===== src/rtl/pipelined_barrel_shifter.sv =====
// Pipelined barrel shifter: logical/arithmetic shifts and rotates in either direction.
// The shift amount is split into SHW = log2(WIDTH) registered stages; stage s applies
// a shift of 2^s when bit s of the amount is set. Valid/ready flow control on both
// sides sustains one operation per cycle and lets bubbles collapse under backpressure.
// Optional feature macro: BSH_CARRY_EN adds the out_carry port and its pipeline bits.
module pipelined_barrel_shifter #(
    parameter int WIDTH = 32,
    parameter int SHW   = $clog2(WIDTH),
    parameter int TAG_W = 4
) (
    input  logic             clk,
    input  logic             rst,
    input  logic             in_valid,
    output logic             in_ready,
    input  logic [WIDTH-1:0] in_data,
    input  logic [SHW-1:0]   in_shamt,
    input  logic             in_lr,
    input  logic             in_al,
    input  logic             in_rot,
    input  logic [TAG_W-1:0] in_tag,
    output logic             out_valid,
    input  logic             out_ready,
    output logic [WIDTH-1:0] out_data,
    output logic [TAG_W-1:0] out_tag
`ifdef BSH_CARRY_EN
    ,
    output logic             out_carry
`endif
);

    logic [WIDTH-1:0] w_srcData  [SHW];
    logic [SHW-1:0]   w_srcShamt [SHW];
    logic             w_srcLr    [SHW];
    logic             w_srcAl    [SHW];
    logic             w_srcRot   [SHW];
    logic [TAG_W-1:0] w_srcTag   [SHW];
    logic             w_srcValid [SHW];
    logic [WIDTH-1:0] w_nxtData  [SHW];
    logic [SHW-1:0]   w_load;

    logic [WIDTH-1:0] r_data  [SHW];
    logic [SHW-1:0]   r_shamt [SHW];
    logic             r_lr    [SHW];
    logic             r_al    [SHW];
    logic             r_rot   [SHW];
    logic [TAG_W-1:0] r_tag   [SHW];
    logic [SHW-1:0]   r_valid;

`ifdef BSH_CARRY_EN
    logic             w_srcCarry [SHW];
    logic             w_nxtCarry [SHW];
    logic             r_carry    [SHW];
`endif

    // Stage 0 takes the operation from the input port, later stages from the stage before
    for (genvar gs = 0; gs < SHW; gs++) begin : g_src
        if (gs == 0) begin : g_first
            assign w_srcData[gs]  = in_data;
            assign w_srcShamt[gs] = in_shamt;
            assign w_srcLr[gs]    = in_lr;
            assign w_srcAl[gs]    = in_al;
            assign w_srcRot[gs]   = in_rot;
            assign w_srcTag[gs]   = in_tag;
            assign w_srcValid[gs] = in_valid;
`ifdef BSH_CARRY_EN
            assign w_srcCarry[gs] = 1'b0;
`endif
        end else begin : g_next
            assign w_srcData[gs]  = r_data[gs-1];
            assign w_srcShamt[gs] = r_shamt[gs-1];
            assign w_srcLr[gs]    = r_lr[gs-1];
            assign w_srcAl[gs]    = r_al[gs-1];
            assign w_srcRot[gs]   = r_rot[gs-1];
            assign w_srcTag[gs]   = r_tag[gs-1];
            assign w_srcValid[gs] = r_valid[gs-1];
`ifdef BSH_CARRY_EN
            assign w_srcCarry[gs] = r_carry[gs-1];
`endif
        end
    end

    // Each stage shifts or rotates its operand by 2^s when bit s of the amount is set;
    // an arithmetic right shift refills from the current MSB, which still holds the
    // sign captured at accept because earlier stages preserved it
    always_comb begin
        for (int s = 0; s < SHW; s++) begin
            w_nxtData[s] = w_srcData[s];
`ifdef BSH_CARRY_EN
            w_nxtCarry[s] = w_srcCarry[s];
`endif
            if (w_srcShamt[s][s]) begin
                if (w_srcRot[s]) begin
                    if (w_srcLr[s]) begin
                        w_nxtData[s] = (w_srcData[s] >> (1 << s)) | (w_srcData[s] << (WIDTH - (1 << s)));
`ifdef BSH_CARRY_EN
                        w_nxtCarry[s] = w_nxtData[s][WIDTH-1];
`endif
                    end else begin
                        w_nxtData[s] = (w_srcData[s] << (1 << s)) | (w_srcData[s] >> (WIDTH - (1 << s)));
`ifdef BSH_CARRY_EN
                        w_nxtCarry[s] = w_nxtData[s][0];
`endif
                    end
                end else if (w_srcLr[s]) begin
                    if (w_srcAl[s]) begin
                        w_nxtData[s] = $signed(w_srcData[s]) >>> (1 << s);
                    end else begin
                        w_nxtData[s] = w_srcData[s] >> (1 << s);
                    end
`ifdef BSH_CARRY_EN
                    w_nxtCarry[s] = w_srcData[s][(1 << s) - 1];
`endif
                end else begin
                    w_nxtData[s] = w_srcData[s] << (1 << s);
`ifdef BSH_CARRY_EN
                    w_nxtCarry[s] = w_srcData[s][WIDTH - (1 << s)];
`endif
                end
            end
        end
    end

    // A stage may load when the output drains this cycle or some stage from it to the end is empty
    always_comb begin
        logic w_allFull;
        w_allFull = 1'b1;
        w_load    = '0;
        for (int s = SHW - 1; s >= 0; s--) begin
            w_allFull = w_allFull & r_valid[s];
            w_load[s] = out_ready | ~w_allFull;
        end
    end

    assign in_ready  = w_load[0];
    assign out_valid = r_valid[SHW-1];
    assign out_data  = r_data[SHW-1];
    assign out_tag   = r_tag[SHW-1];
`ifdef BSH_CARRY_EN
    assign out_carry = r_carry[SHW-1];
`endif

    // Move operations down the pipe; a stage that cannot load holds its contents unchanged
    always_ff @(posedge clk or posedge rst) begin
        if (rst) begin
            r_valid <= '0;
            for (int s = 0; s < SHW; s++) begin
                r_data[s]  <= '0;
                r_shamt[s] <= '0;
                r_lr[s]    <= 1'b0;
                r_al[s]    <= 1'b0;
                r_rot[s]   <= 1'b0;
                r_tag[s]   <= '0;
`ifdef BSH_CARRY_EN
                r_carry[s] <= 1'b0;
`endif
            end
        end else begin
            for (int s = 0; s < SHW; s++) begin
                if (w_load[s]) begin
                    r_valid[s] <= w_srcValid[s];
                    if (w_srcValid[s]) begin
                        r_data[s]  <= w_nxtData[s];
                        r_shamt[s] <= w_srcShamt[s];
                        r_lr[s]    <= w_srcLr[s];
                        r_al[s]    <= w_srcAl[s];
                        r_rot[s]   <= w_srcRot[s];
                        r_tag[s]   <= w_srcTag[s];
`ifdef BSH_CARRY_EN
                        r_carry[s] <= w_nxtCarry[s];
`endif
                    end
                end
            end
        end
    end

endmodule


===== config.mk =====
export PLATFORM = sky130hd
export DESIGN_NAME = pipelined_barrel_shifter
export DESIGN_NICKNAME = d
export VERILOG_FILES = /design/src/rtl/pipelined_barrel_shifter.sv
export SDC_FILE = /design/constraint.sdc
export NUM_CORES = 1
export LEC_CHECK = 0
export ABC_AREA = 1
export CORE_MARGIN = 2
export CORE_UTILIZATION = 30
export DETAILED_ROUTE_END_ITERATION = 7
export PLACE_DENSITY_LB_ADDON = 0.2
export SETUP_SLACK_MARGIN = 0.15
export SYNTH_ARGS = -nofsm -noshare
export SYNTH_HDL_FRONTEND = slang
export SYNTH_SLANG_ARGS = --single-unit

===== constraint.sdc =====
create_clock -name clk -period 8.95 [get_ports clk]
set_clock_uncertainty 0.05 [all_clocks]
set_input_delay 1.79 -clock clk [delete_from_list [all_inputs] [get_ports clk]]
set_output_delay 1.79 -clock clk [all_outputs]
set_load 0.005 [all_outputs]

==> qor_table.md, run 1 <==
| Quantity | Value |
| --- | --- |
| VDD IR-drop max | 0.0001517 V |
| Vias in the first global route | 9,098 |
| Area of the mapped netlist | 10,950 um^2 |
| PwrDens | 313.1 nW/um^2 |
| Setup repair after global routing missed its margin | false |
| Initial core utilization | 30.63% |
| Post-synth EDFFs | 0 |
| Die Outline Area | 38,040 um^2 |
| Critical Path Fanout Max | 3 |
| Flops & latches, synth | 207 |
| Number of nets in the synthesized netlist | 1,541 |
| Post-synthesis cell count | 1,493 |
| Fraction of layout cells with a size suffix above 1 | 4.657% |
| Setup_tns | 0 ps |
| Total number of vias | 9,507 |
| Internal power | 2437 uW |
| Termination of the worst setup path | in_ready |
| Fraction of post-synthesis cell area in the top cell type by area | 47.31% |
| Layout Nets | 1,532 |
| Later-pin clock latency in the skew report | 530 ps |
| Least-Margin Pin Slew | 1169 ps |
| Number of input and output port buffers inserted | 85 |
| I/O Pins | 86 |
| Worst path cell trace | clkdlybuf4s50_1 -> nor2_1 -> nand4_2 -> clkdlybuf4s50_1 |
| Detail-routed net length per standard cell | 15.09 um |
| Period Utilization, post-route | 54.11% |
| Crit-path max cell delay | 490 ps |
| CP bufs+invs | 2 |
| Setup violators final | 0 |
| Antenna diode instance count | 0 |
| TritonCTS clock tree | done |
| Start point of the critical path | out_ready |
| Critical path capture point type | primary output |
| Count of hold-fix buffers inserted at cts | 0 |
| Clock-pin slew of the registers on the worst-case setup and hold paths | 60 ps |
| Switching Fraction | 38.39% |
| Seq pwr share | 39.7% |
| Leakage power figure | 0.005847 uW |
| Synth async-reset ratio | 100.0% |
| CP max stage cell | sky130_fd_sc_hd__clkdlybuf4s50_1 |
| Root buffer cell | sky130_fd_sc_hd__clkbuf_16 |
| Area delta synth->final | 15.44% |
| Detailed Place HPWL | 19,970 um |
| Final weighted congestion in routability-driven placement | 0.7964 |
| DIE WIDTH | 195.0 um |
| Logic depth of the worst setup path including buffers | 4 |
| First-pass GRT wire length | 49,090 um |
| Ranking of synthesized cells by area | sky130_fd_sc_hd__dfrtp_1, sky130_fd_sc_hd__nand2_1, sky130_fd_sc_hd__o21ai_0 |
| # Max-Cap Violations | 0 |
| Final WL | 29,640 um |
| Max-slew headroom | 21.85% |
| Top achievable clock speed | 206.5 MHz |
| Remaining global-route overflow | 0 |
| Worst Path Required | 7110 ps |
| Number of sinks on the clock net | 207 |
| Count of different cell masters after synthesis | 25 |
| Number of detailed-routing iterations run before antenna repair | 5 |
| FF-to-FF path depth | 5 |
| Most used cell along the critical path | sky130_fd_sc_hd__clkdlybuf4s50_1 |
| PostCTS Resize Cnt | 0 |
| Total setup buffers inserted after CTS | 0 |
| Type of the worst setup path | in2out |
| Antenna-violating nets left | 0 |
| Warning count from the yosys run | 0 |
| Launching point of the worst reg2reg path | r_lr[3]$_DFFE_PP0P_ |
| Startpoint types | input pin |
| Number of slew-limit violations in the final report | 0 |
| Initial drt markers | 742 |
| Net switching power | 1519 uW |
| Final Power | 3957 uW |
| Via density | 4.841 |
| Reg2reg setup slack | 6330 ps |
| Min Clock Period, post-route | 4843 ps |
| Crit path max-delay family | buffers and inverters |
| Worst min path class | reg2reg |
| Site row count | 69 |
| Global routing usage summed across all routing layers | 15.58% |
| Area leader, netlist | sky130_fd_sc_hd__dfrtp_1 |
| Terminus of the critical flop-to-flop path | r_data[65]$_DFFE_PP0P_ |
| Final number of hold-violating endpoints | 0 |
| Number of clock buffers inserted by TritonCTS | 25 |
| Worst path arrival time | 3000 ps |
| Area of the core | 35,740 um^2 |
| Total DRC errors in the routed layout | 0 |
| Die boundary height | 195.0 um |
| Commonest cells in the netlist | sky130_fd_sc_hd__nand2_1, sky130_fd_sc_hd__dfrtp_1, sky130_fd_sc_hd__o21ai_0 |
| Status | completed |
| H-tree Lvls | 1 |
| Largest net degree at the start of global routing | 105 |
| Comb pwr share | 33.5% |
| Sequential-to-total area share from yosys stat | 47.31% |
| Initial antenna violation count | 0 |
| Average instance area after synthesis | 7.333 um^2 |
| Clk network pwr share | 26.8% |
| Max clock buf depth | 3 |
| Primary FF master, synth | sky130_fd_sc_hd__dfrtp_1 |
| Cell with the most instances after synthesis | sky130_fd_sc_hd__nand2_1 |
layout by cell type (no fill, tap or decap), drive strengths merged:
cell           count
nand2            483
o21ai            215
dfrtp            207
a21oi            124
inv              111
nand3             86
clkdlybuf4s50     85
nor2              74
clkbuf            34
o22ai             26
buf               13
o211ai            12
nand4             11
a22oi              7
clkinv             6
clkinvlp           4
bufinv             3
or2                2
kinds of logic after synthesis:
kind of cell	count (synthesis)	synth area share [%]
AND/OR/NAND/NOR	656	23.90
buffers and inverters	246	10.40
flip-flops	207	47.31
AO/OA/AOI/OAI	384	18.39
power by group through the flow:
stage | clock network [uW] | logic, uW | registers [uW]
2_1_floorplan | 0 | 1040 | 1460
3_3_place_gp | 0 | 1320 | 1570
3_5_place_dp | 0 | 1330 | 1580
4_1_cts | 1090 | 1340 | 1570
5_1_grt | 1130 | 1520 | 1620
6_report | 1060 | 1320 | 1570
how the worst min path moves through the flow:
stage,start,to,slack (ps),depth (start not counted)
detailed placement,r_tag[18]$_DFFE_PP0P_,r_tag[14]$_DFFE_PP0P_,410,2
floorplan,r_tag[4]$_DFFE_PP0P_,out_tag[0]$_DFFE_PP0P_,390,2
global route,r_shamt[19]$_DFFE_PP0P_,r_shamt[14]$_DFFE_PP0P_,440,2
global placement,r_tag[4]$_DFFE_PP0P_,out_tag[0]$_DFFE_PP0P_,410,2
CTS,r_tag[12]$_DFFE_PP0P_,r_tag[8]$_DFFE_PP0P_,420,2
finish,r_tag[12]$_DFFE_PP0P_,r_tag[8]$_DFFE_PP0P_,410,2
flip-flops by register name, summed over array words and instances (netlist names):
register  flops
r_valid       5
out_data     32
r_al          4
out_tag       4
r_rot         4
r_lr          4
r_tag        16
r_shamt      10
r_data      128
per-layer routing:
layer,wire (um),share of wire (%),GRT usage [%]
met1,14920,50,23.10
met2,12570,42,23.17
met3,1048,3.5,1.934
met4,1098,3.7,5.739
met5,0,0,0
worst register-to-register path: stages (launching register included):
cell and delay, ps:
sky130_fd_sc_hd__dfrtp_1 750, sky130_fd_sc_hd__inv_1 880, sky130_fd_sc_hd__nand2_1 330, sky130_fd_sc_hd__o21ai_0 230
sky130_fd_sc_hd__o21ai_0 120, sky130_fd_sc_hd__o21ai_0 180
stage by stage:
| step | hold slack, ps | util [%] | worst slack (ps) | std cells | instance area, um^2 |
|---|---|---|---|---|---|
| after CTS | 417.2 | 35.36 | 4061 | 1964 | 12640 |
| after detailed placement | 407.3 | 32.93 | 4061 | 1918 | 11770 |
| after floorplan | 392.2 | - | 1458 | 1493 | 10950 |
| after global placement | 408.4 | 32.93 | 4046 | 1918 | 11770 |
| after global routing | 436.7 | 35.36 | 4032 | 1964 | 12640 |
| final | 414.8 | 35.36 | 4107 | 1964 | 12640 |
area by class of cell:
type	instances	area (um^2)
multi-input combinational	1040	4637
clock inverter	12	148.9
fill	3941	23100
clock buffer	34	719.4
timing repair buffer	98	948.4
tap	461	576.8
inverter	112	427.9
sequential	207	5180
No activity file was read; power rests on OpenSTA's default activity.
==> inputs of run 2 (changes only) <==
==> constraint.sdc (replaced) <==
create_clock -name clk -period 4.5 [get_ports clk]
set_clock_uncertainty 0.05 [all_clocks]
set_input_delay 0.9 -clock clk [delete_from_list [all_inputs] [get_ports clk]]
set_output_delay 0.9 -clock clk [all_outputs]
set_load 0.005 [all_outputs]
==> qor_table.md, run 2 (synthesis results as in run 1) <==
| Quantity | Value |
| --- | --- |
| Area of the core | 35,740 um^2 |
| Terminus of the critical flop-to-flop path | out_data[19]$_DFFE_PP0P_ |
| Die boundary height | 195.0 um |
| Min-Delay Path Depth | 2 |
| Hold-critical path endpoint | out_tag[1]$_DFFE_PP0P_ |
| Count of hold-fix buffers inserted at cts | 0 |
| Setup_tns | 0 ps |
| Fraction of layout cells with a size suffix above 1 | 4.781% |
| Switching Fraction | 38.40% |
| DIE WIDTH | 195.0 um |
| Commonest non-fill, non-tap cells in the layout | sky130_fd_sc_hd__nand2_1, sky130_fd_sc_hd__dfrtp_1, sky130_fd_sc_hd__o21ai_0, sky130_fd_sc_hd__a21oi_1, sky130_fd_sc_hd__inv_1 |
| Status | completed |
| Seq pwr share | 40.1% |
| Startpoint types | input pin |
| Initial drt markers | 666 |
| Number of sinks on the clock net | 207 |
| Critical path capture point type | primary output |
| Leakage power figure | 0.005868 uW |
| Largest net degree at the start of global routing | 71 |
| Clk network pwr share | 25.5% |
| Initial core utilization | 30.63% |
| Top achievable clock speed | 323.4 MHz |
| Total number of vias | 9,470 |
| Number of detailed-routing iterations run before antenna repair | 5 |
| FF-to-FF path depth | 5 |
| # Max-Cap Violations | 0 |
| Least-Margin Pin Slew | 1015 ps |
| Area post-placement | 11,840 um^2 |
| TritonCTS clock tree | done |
| Vias in the first global route | 9,068 |
| Max clock buf depth | 3 |
| Final number of hold-violating endpoints | 0 |
| Antenna-violating nets left | 0 |
| Site row count | 69 |
| Worst path arrival time | 2140 ps |
| Clock-pin slew of the registers on the worst-case setup and hold paths | 50 ps |
| Max-slew headroom | 32.33% |
| Later-pin clock latency in the skew report | 530 ps |
| Reg2reg setup slack | 2140 ps |
| Initial antenna violation count | 0 |
| Final non-filler cell area | 12,660 um^2 |
| Final hold slack | 419.3 ps |
| Total DRC errors in the routed layout | 0 |
| Final WL | 29,140 um |
| Period Utilization, post-route | 68.71% |
| Root buffer cell | sky130_fd_sc_hd__clkbuf_16 |
| Final Core Density | 35.43% |
| Type of the worst setup path | in2out |
| H-tree Lvls | 1 |
| Most flops, register | r_data |
| Min Clock Period, post-route | 3092 ps |
| PostCTS Resize Cnt | 0 |
| Global routing usage summed across all routing layers | 15.39% |
| Setup repair after global routing missed its margin | false |
| Internal power | 4764 uW |
| Worst Path Required | 3550 ps |
| PwrDens | 610.8 nW/um^2 |
| Layout Nets | 1,539 |
| Number of input and output port buffers inserted | 85 |
| Setup violators final | 0 |
| VDD IR-drop max | 0.0002499 V |
| Detail-routed net length per standard cell | 14.81 um |
| Leading cell type in the layout, fill and taps excluded | sky130_fd_sc_hd__nand2_1 |
| Number of slew-limit violations in the final report | 0 |
| Final Power | 7735 uW |
| First-pass GRT wire length | 48,340 um |
| Net switching power | 2971 uW |
| Number of clock buffers inserted by TritonCTS | 25 |
| Launching point of the worst reg2reg path | r_shamt[9]$_DFFE_PP0P_ |
| Critical Path Fanout Max | 3 |
| Largest register FFs | 128 |
| Final weighted congestion in routability-driven placement | 0.7946 |
| Startpoint of the tightest hold check path | r_tag[5]$_DFFE_PP0P_ |
| Die Outline Area | 38,040 um^2 |
| Antenna diode instance count | 0 |
| Detailed Place HPWL | 20,300 um |
| Via density | 4.814 |
| Worst min path class | reg2reg |
| Remaining global-route overflow | 0 |
| Area delta synth->final | 15.67% |
| Total setup buffers inserted after CTS | 0 |
| Comb pwr share | 34.4% |
| I/O Pins | 86 |
run 2: area by class of cell:
| class | count | area [um^2] |
|---|---|---|
| Clock buffer | 40 | 792.0 |
| Clock inverter | 2 | 27.53 |
| Fill cell | 3875 | 23080 |
| Inverter | 112 | 424.2 |
| Multi-Input combinational cell | 1040 | 4637 |
| Sequential cell | 207 | 5180 |
| Tap cell | 461 | 576.8 |
| Timing Repair Buffer | 105 | 1026 |
run 2: per-stage QoR:
step | setup WS (ps) | instances
2_1_floorplan | 863.8 | 1493
3_3_place_gp | 1346 | 1925
3_5_place_dp | 1345 | 1925
4_1_cts | 1341 | 1967
5_1_grt | 1319 | 1967
6_report | 1408 | 1967
run 2: worst max path at each step:
| stage | start | depth (start not counted) | end | slack (ps) |
|---|---|---|---|---|
| after CTS | out_ready | 4 | in_ready | 1340 |
| final | out_ready | 4 | in_ready | 1410 |
| after floorplan | rst | 1 | out_data[0]$_DFFE_PP0P_ | 860 |
| after global routing | out_ready | 4 | in_ready | 1320 |
| after detailed placement | out_ready | 4 | in_ready | 1340 |
| after global placement | out_ready | 4 | in_ready | 1350 |
run 2: critical path, cell delays in order:
cell                              delay [ps]
sky130_fd_sc_hd__clkdlybuf4s50_1         420
sky130_fd_sc_hd__nor2_1                  160
sky130_fd_sc_hd__nand4_2                 170
sky130_fd_sc_hd__clkdlybuf4s50_1         500
run 2: metal layers:
layer / GRT usage (%) / part of all wire, %
met4: 4.524 / 2.8
met2: 23.81 / 44
met3: 1.986 / 3.7
met5: 0 / 0
met1: 22.47 / 50
run 2: power groups by stage:
stage / Sequential (uW) / Clock (uW) / Combinational (uW)
4_1_cts: 3100 / 2040 / 2690
5_1_grt: 3200 / 2110 / 3050
2_1_floorplan: 2900 / 0 / 2060
6_report: 3100 / 1970 / 2660
3_3_place_gp: 3120 / 0 / 2660
3_5_place_dp: 3130 / 0 / 2670
